$ cat src/rtl/fifo_mem.sv
// Simple dual-port register array for the FIFO: one write port and one
// registered read port whose output holds when no read is requested.
module fifo_mem #(
  parameter int DATA_WIDTH = 8,
  parameter int DEPTH      = 8,
  parameter int ADDR_W     = $clog2(DEPTH)
) (
  input  logic                  clk,
  input  logic                  rst,
  input  logic                  we,
  input  logic [ADDR_W-1:0]     waddr,
  input  logic [DATA_WIDTH-1:0] wdata,
  input  logic                  re,
  input  logic [ADDR_W-1:0]     raddr,
  output logic [DATA_WIDTH-1:0] rdata
);

  logic [DATA_WIDTH-1:0] mem [DEPTH];
  logic [DATA_WIDTH-1:0] rdata_reg;

  // Storage is left uninitialised; only the output register is reset.
  always_ff @(posedge clk) begin
    if (we) begin
      mem[waddr] <= wdata;
    end
  end

  always_ff @(posedge clk) begin
    if (rst) begin
      rdata_reg <= '0;
    end else if (re) begin
      rdata_reg <= mem[raddr];
    end
  end

  assign rdata = rdata_reg;

endmodule

$ cat src/rtl/async_fifo.sv
// Single-clock FIFO keeping the legacy async_fifo port set: pointers, an
// occupancy count, flags decoded from that count, write ack and read valid.
module async_fifo #(
  parameter int DATA_WIDTH = 8,
  parameter int FIFO_DEPTH = 8,
  parameter int ALMOST_WR  = 2,
  parameter int ALMOST_RD  = 1,
  localparam int CNT_W     = $clog2(FIFO_DEPTH-1)+1,
  localparam int PTR_W     = $clog2(FIFO_DEPTH)
) (
  input  logic                  clk,
  input  logic                  rst,
  input  logic                  wr_en,
  input  logic [DATA_WIDTH-1:0] din,
  input  logic                  rd_en,
  output logic [DATA_WIDTH-1:0] dout,
  output logic                  full,
  output logic                  empty,
  output logic                  almost_full,
  output logic                  almost_empty,
  output logic                  wr_ack,
  output logic                  valid,
  output logic [CNT_W-1:0]      wr_count,
  output logic [CNT_W-1:0]      rd_count
);

  logic [PTR_W-1:0] wr_ptr_reg, wr_ptr_next;
  logic [PTR_W-1:0] rd_ptr_reg, rd_ptr_next;
  logic [CNT_W-1:0] count_reg, count_next;
  logic             wr_ack_reg;
  logic             valid_reg;
  logic             wr_accept;
  logic             rd_accept;

  // Acceptance uses the registered flags, so a full FIFO refuses a write even
  // when a read frees a slot in the same cycle (and likewise for empty).
  assign wr_accept = wr_en & ~full & ~rst;
  assign rd_accept = rd_en & ~empty & ~rst;

  always_comb begin
    wr_ptr_next = wr_ptr_reg;
    rd_ptr_next = rd_ptr_reg;
    count_next  = count_reg;
    if (wr_accept) begin
      wr_ptr_next = wr_ptr_reg + PTR_W'(1);
    end
    if (rd_accept) begin
      rd_ptr_next = rd_ptr_reg + PTR_W'(1);
    end
    if (wr_accept && !rd_accept) begin
      count_next = count_reg + CNT_W'(1);
    end else if (rd_accept && !wr_accept) begin
      count_next = count_reg - CNT_W'(1);
    end
  end

  always_ff @(posedge clk) begin
    if (rst) begin
      wr_ptr_reg <= '0;
      rd_ptr_reg <= '0;
      count_reg  <= '0;
      wr_ack_reg <= 1'b0;
      valid_reg  <= 1'b0;
    end else begin
      wr_ptr_reg <= wr_ptr_next;
      rd_ptr_reg <= rd_ptr_next;
      count_reg  <= count_next;
      wr_ack_reg <= wr_accept;
      valid_reg  <= rd_accept;
    end
  end

  fifo_mem #(
    .DATA_WIDTH(DATA_WIDTH),
    .DEPTH     (FIFO_DEPTH),
    .ADDR_W    (PTR_W)
  ) u_mem (
    .clk  (clk),
    .rst  (rst),
    .we   (wr_accept),
    .waddr(wr_ptr_reg),
    .wdata(din),
    .re   (rd_accept),
    .raddr(rd_ptr_reg),
    .rdata(dout)
  );

  assign full         = (count_reg == CNT_W'(FIFO_DEPTH));
  assign empty        = (count_reg == '0);
  assign almost_full  = (count_reg >= CNT_W'(FIFO_DEPTH - ALMOST_WR));
  assign almost_empty = (count_reg <= CNT_W'(ALMOST_RD));
  assign wr_ack       = wr_ack_reg;
  assign valid        = valid_reg;
  assign wr_count     = count_reg;
  assign rd_count     = count_reg;

endmodule

$ cat config.mk
export PLATFORM = sky130hd
export DESIGN_NAME = async_fifo
export DESIGN_NICKNAME = d
export VERILOG_FILES = /design/src/rtl/fifo_mem.sv /design/src/rtl/async_fifo.sv
export SDC_FILE = /design/constraint.sdc
export NUM_CORES = 1
export LEC_CHECK = 0
export ABC_AREA = 1
export CORE_MARGIN = 3
export CORE_UTILIZATION = 35
export DETAILED_ROUTE_END_ITERATION = 8
export PLACE_DENSITY = 0.61
export SLEW_MARGIN = 0
export SYNTH_ARGS = -nofsm -noshare
export SYNTH_HDL_FRONTEND = slang
export SYNTH_SLANG_ARGS = --single-unit
export TNS_END_PERCENT = 30
$ cat constraint.sdc
create_clock -name clk -period 5.85 [get_ports clk]
set_input_delay 1.17 -clock clk [delete_from_list [all_inputs] [get_ports clk]]
set_output_delay 1.17 -clock clk [all_outputs]
set_load 0.05 [all_outputs]
Word level (Yosys, flattened, before mapping)
Memories as Yosys holds them, arrays and structs flattened. A register that Yosys moved wholly into a read port is not among the register bits.
Cells that the tools add are included.
Word-level totals
  register bits after elaboration: 12
  memory bits (writable): 64
  output and inout bits: 22
  memories: 1
Memories
  u_mem.mem: depth 8, bits a word 8, read ports 1, clocked after memory_dff 1, write ports 1, line fifo_mem.sv:18  | logic [DATA_WIDTH-1:0] mem [DEPTH];
Operators by class
  $add $sub $neg: 4
  $lt $le $gt $ge: 2
  eq/ne operators: 1
  multiplexer cells: 4
  bitwise operators: 7
  reductions and logical operators: 6
Operator list (number)
  4-bit 2-to-1 mux: 2
  3-bit by 1-bit adder with 3-bit output, second input constant: 2
  4-bit by 1-bit adder with 4-bit output, second input constant: 1
  1-bit AND: 4
  4-bit == test, second input constant: 1
  4-bit by 3-bit greater-or-equal comparator with 1-bit output, second input constant: 1
  4-bit by 1-bit <= comparator with 1-bit output, second input constant: 1
  4-bit zero test: 1
  4-bit by 1-bit subtractor with 4-bit output, second input constant: 1
  1-bit NOT: 3
  1-bit logical AND: 2
  1-bit zero test: 2
  1-bit 2-to-1 mux: 2
  2-bit nonzero test: 1

Longest topological paths before layout
Gate-level depths: netlist of run 1.
  depth after elaboration: 8
  mapped depth: 12
  depth with buffers taken out: 12

Hierarchy
From an unflattened synthesis of run 1, not the netlist that was laid out.
Second synthesis, totals
  cell total of the unflattened synthesis: 404
  area, all modules: 3814.9 um^2
Modules (own cells, without submodules)
  fifo_mem: times used 1, cells an instance 305, area each 3105.5 um^2, seq. area each 2082.0 um^2
  async_fifo: times used 1, cells an instance 99, area each 709.4 um^2, seq. area each 240.2 um^2

Worst setup path before layout of run 1
No wires, ideal clock.
  path type: reg-to-output
  start: register count_reg[1], in the netlist rd_count[1]
  end: output port almost_full
  arrival time: 2.116 ns
  data required time: 4.680 ns
  path slack: 2.564 ns
  cell stages (with the launch flop): 4
  cell sequence: dfxtp_1 ha_1 nor2_1 o21ai_0
Between the ends
  longest elaborated chain between the ends: 1
RTL lines
  start: declaration: line async_fifo.sv:29  | logic [CNT_W-1:0] count_reg, count_next;
  start signal: assignment: line async_fifo.sv:67  | count_reg <= count_next;
  4-bit by 3-bit greater-or-equal comparator with 1-bit output: line async_fifo.sv:90  | assign almost_full = (count_reg >= CNT_W'(FIFO_DEPTH - ALMOST_WR));
  end: declaration: line async_fifo.sv:19  | output logic almost_full,
Every way passes these cells.

Worst setup path in the final report of run 1
  start: register count_reg[0], in the netlist rd_count[0]
  end: output port full
Between the ends
  longest elaborated chain between the ends: 1
RTL lines
  4-bit == test: line async_fifo.sv:88  | assign full = (count_reg == CNT_W'(FIFO_DEPTH));
  end: declaration: line async_fifo.sv:17  | output logic full,
Every way passes these cells.

==> out/metrics.yaml, run 1 <==
io_pins: 34
hold_slack_ns: 0.4710
required_ns: 4.68
dp.cells: 532
maxCapViolCount: 0
grt_pass1_wl_um: 13240
numPortBuffers: 33
antenna_found_initial: 0
synthesis.area_um2: 3724
clk_latency_ns: 0.35
hold_path.class: "reg -> reg"
ys_warn_count: 0
area_growth_pct: 16.23
dieArea_um2: 11910
maxSlewViolCount: 0
grtUsageTotal_pct: 15.17
rsz0062_at_grt: "false"
setup_ws_ns: 2.502
largest_reg_flops: 64
r2r_start: "rd_count[0]"
nets: 426
grt-ovfl-total: 0
diodes: 0
min_from: "u_mem.rdata[6]"
firstDrtPassIters: 5
dpl_worst_slack_ns: 2.384
vias: 2625
power_density_nw_per_um2: 350.5
setup_viol: 0
synth_cells: 378
die_h_um: 109.1
ys_ff_latch: 84
drive_gt1_share_pct: 6.796
crit_type: "reg -> out"
tightest_slew_ns: 0.7044
syn_nets: 397
tns_ns: 0
vias_per_cell: 4.790
end_kind: "output pin"
fin_worst_skew_ns: 0.01342
numCtsBuffers: 9
cts-hold-fix-buffers: 0
grt_max_degree: 35
cts_num_sinks: 84
instances_no_fill: 548
ys_types: 27
clockRootBuffer: "clkbuf_8"
crit_arrival_ns: 2.18
max_slew_margin_pct: 52.97
min_path_cells: 2
ff2ff_setup_slack_ns: 3.53
die_w_um: 109.1
status: "finished clean"
ctsResizeCount: 0
grt_pass1_vias: 2514
cp_max_fo: 7
cp-start-kind: "flop"
cts_setup_buffers: 0
fmax_mhz: 298.7
drc: 0
antenna_left: 0
vdd_drop_max_v: 0.0001730
cts_tree: "yes"
fin_crit_sh_pct: 57.23
syn_avg_cell_area_um2: 9.851
hold_viol: 0
wl_per_cell_um: 15.34
reg2regPathDepth: 7
gp_congestion: 0.9004
clockBufferDepth: 2
seq_area_frac_synth_pct: 62.37
wl_um: 8406
fp-row-count: 37
drt_first_iter_violations: 215
cts_htree_levels: 3
dp_hpwl_um: 5923
clk_pin_slew_ns: 0.09
startpoint: "rd_count[0]"
start_util_pct: 36.07
design.core.area_um2: 10320
fin_crit_ns: 3.348
leakage_nw: 1.773
==> cells in the mapped netlist <==
cell	count	area share, %
inv_1	63	6.4
nor3_1	2	0.27
nand2_2	1	0.17
dfxtp_1	20	11
clkinv_1	1	0.10
nor2_8	1	0.54
inv_2	2	0.20
inv_4	1	0.17
xnor2_1	1	0.24
nand3_1	50	6.7
edfxtp_1	64	52
nand3_2	2	0.54
nor2_2	1	0.17
nand2_1	100	10
nand2_4	2	0.60
buf_6	5	1.5
inv_8	1	0.30
nor2_1	14	1.4
inv_6	1	0.24
ha_1	7	2.4
o21ai_1	1	0.13
buf_4	6	1.2
a21oi_1	17	2.3
buf_2	4	0.54
nor3b_1	1	0.20
clkbuf_1	1	0.10
o21ai_0	9	1.2
==> final timing paths <==
check	to
worst max-delay path	full
worst min-delay path	u_mem.rdata[6]
worst max register to register	u_mem.mem[3][2]
worst min register to register	u_mem.rdata[6]
==> cell type report <==
cell class | instances | area (um^2)
Clock buffer | 9 | 123.9
Clock inverter | 7 | 97.59
Fill cell | 973 | 5996
Sequential cell | 84 | 2322
Tap cell | 136 | 170.2
Timing Repair Buffer | 34 | 337.8
Inverter | 69 | 274.0
Multi-Input combinational cell | 209 | 1002
==> critical path: stages, from the launching register on <==
cell and delay (ns):
dfxtp_1 0.39, inv_1 0.15, ha_1 0.29, nand3_2 0.14
inv_1 0.07, clkdlybuf4s50_1 0.79
==> power by group <==
group	switching (mW)	leakage (nW)	total, mW	internal (mW)
logic	0.260	0.924	0.375	0.115
clock network	0.211	0.108	0.453	0.243
registers	0.0238	0.741	0.689	0.665
==> cells in the final DEF (no fill, tap or decap), types with 2 or more instances in the layout <==
cell             netlist  routed
clkinv_1               1       2
inv_2                  2       2
dfxtp_1               20      20
inv_1                 63      63
nand2_4                2       2
nor2_1                14      14
inv_6                  1       3
bufinv_16              0       2
nor3_1                 2       2
ha_1                   7       7
a21oi_1               17      17
edfxtp_1              64      64
o21ai_0                9       9
nand3_1               50      50
clkdlybuf4s50_1        0      33
clkbuf_8               0       9
nand2_1              100     100
nand3_2                2       2
==> per-stage QoR <==
step	instance area (um^2)	utilization [%]	total power [mW]
after detailed placement	4106	39.78	1.077
after global placement	4106	39.78	1.076
after floorplan	3724	-	0.9826
after CTS	4328	41.92	1.530
final	4328	41.92	1.517
after global routing	4328	41.92	1.593
==> layer usage <==
metal  routed length, um  vias up  global-route usage, %
met5                   0        -                      0
met4                 250        0                  6.492
met3                 560       27                  3.848
met2                3945      104                  24.87
met1                3650     1217                  19.00
li1                    -     1277                      -
==> cell families after synthesis <==
logic type	Yosys count	share of synthesized area, %
AND/OR/NAND/NOR	174	20.70
buffers and inverters	85	10.72
flip-flops	84	62.37
AO/OA/AOI/OAI	27	3.629
XOR/XNOR	1	0.2353
adder cells (fa/ha/maj)	7	2.352
No activity file was read; power rests on OpenSTA's default activity.
==> inputs of run 2 (changes only) <==
clock period = 3.5 ns   (was 5.85 ns; I/O delays follow)
==> run 2 against run 1 <==
Against the previous run: critical endpoint unchanged; cell area up 2.1%; critical path type unchanged; count of clock-buffer cells in the layout unchanged; via count down 1.4%; sequential share of layout area down 1.1 points; die area unchanged; clock power up 68%.
==> out/metrics.yaml, run 2 (synthesized netlist as in run 1, its figures left out) <==
mostFrequentLayoutCells: "100 x nand2_1, 64 x edfxtp_1, 63 x inv_1"
multi_input_area_um2: 1002
io_pins: 34
slowest_stage: "clkdlybuf4s50_1"
cts_num_sinks: 84
firstDrtPassIters: 4
fmax_mhz: 352.7
gp_congestion: 0.7675
die_h_um: 109.1
hold_path.class: "reg -> reg"
drt_first_iter_violations: 251
antenna_left: 0
fin_worst_skew_ns: 0.01030
cp-start-kind: "flop"
vias_per_cell: 4.621
vdd_drop_max_v: 0.0003053
ctsResizeCount: 0
combinationalPowerShare_pct: 24.2
swShare_pct: 32.60
drc: 0
grtUsageTotal_pct: 14.56
critPathMaxStageDelay_ns: 0.79
numPortBuffers: 33
start_util_pct: 36.07
crit_type: "reg -> out"
numCtsBuffers: 9
worstPathCellList: "inv_1 > ha_1 > nand3_2 > inv_1 > clkdlybuf4s50_1"
cts_tree: "yes"
internal-power_mw: 1.713
crit_arrival_ns: 2.14
clockBufferDepth: 2
power_switching_uw: 828.3
fillCellCount: 1007
place_area_um2: 4197
diodes: 0
cp_common_cell: "inv_1"
design_area_um2: 4418
clk_latency_ns: 0.36
nets: 438
leakage_nw: 1.837
cts_setup_buffers: 0
setup_viol: 0
register_area_um2: 2322
maxCapViolCount: 0
dieArea_um2: 11910
drive_gt1_share_pct: 9.434
critPathBufInv: 3
cts-hold-fix-buffers: 0
hold_viol: 0
wl_um: 8111
grt_pass1_wl_um: 12810
cts_htree_levels: 3
maxSlewViolCount: 0
antenna_found_initial: 0
design.core.area_um2: 10320
cp_max_fo: 7
end_kind: "output pin"
wl_per_cell_um: 14.48
grt_max_degree: 35
dp_hpwl_um: 5572
grt-ovfl-total: 0
required_ns: 2.80
status: "finished clean"
seq_power_share_pct: 45.9
vias: 2588
grt_pass1_vias: 2417
max_slew_margin_pct: 43.14
fp-row-count: 37
p_clk_share_pct: 30.0
cpLargestDelayFamily: "buffers and inverters"
largest_reg_flops: 64
power_density_nw_per_um2: 575.1
tightest_slew_ns: 0.8518
rsz0062_at_grt: "false"
fin_crit_sh_pct: 81.01
final_common_cell: "nand2_1"
fin_crit_ns: 2.835
die_w_um: 109.1
clk_pin_slew_ns: 0.09
tns_ns: 0
area_growth_pct: 18.65
clockRootBuffer: "clkbuf_8"
## run 2: cell type report
cell class	instances	area share, %
multi-input cells	209	22.68
repair buffers	46	9.686
clock inverters	7	2.209
clock buffers	9	2.804
well taps	136	3.852
flip-flops and latches	84	52.56
inverters	69	6.202
## run 2: worst paths after layout
| kind | start | to | slack, ns | cells past startpoint |
|---|---|---|---|---|
| max | rd_count[0] | full | 0.66 | 5 |
| min | u_mem.rdata[7] | u_mem.rdata[7] | 0.47 | 2 |
| max reg2reg | rd_count[1] | rd_count[2] | 1.27 | 11 |
| min reg2reg | u_mem.rdata[7] | u_mem.rdata[7] | 0.47 | 2 |
## run 2: worst register-to-register path, cell delays in order (launching register included)
cell,delay [ns]
dfxtp_1,0.48
inv_1,0.12
ha_1,0.27
nand2_4,0.11
nand2_4,0.08
nor2_8,0.21
inv_8,0.07
ha_1,0.36
nor2_1,0.12
o21ai_0,0.11
o21ai_0,0.16
a21oi_1,0.05
## run 2: stage by stage
stage                     hold WS, ns  setup slack (ns)  power (mW)  utilization [%]  cells
after global routing           0.4979            0.5556       2.666            42.79    560
after detailed placement       0.4616            0.9237       1.806            40.65    544
final                          0.4732            0.6646       2.541            42.79    560
after CTS                      0.4742            0.6443       2.563            42.79    560
after floorplan                0.4627            0.6843       1.642                -    378
after global placement         0.4597            0.9519       1.803            40.65    544
## run 2: routing by layer
metal | track usage [%] | wire (um)
met2 | 23.20 | 3925
met1 | 19.24 | 3557
met3 | 3.552 | 493
met5 | 0 | 0
met4 | 5.320 | 135
## run 2: power groups by stage
stage               Sequential, mW  Combinational, mW  Clock (mW)
floorplan                     1.24              0.407           0
global placement              1.19              0.616           0
detailed placement            1.19              0.617           0
CTS                           1.17              0.619       0.777
global route                  1.17              0.672       0.819
finish                        1.17              0.614       0.761
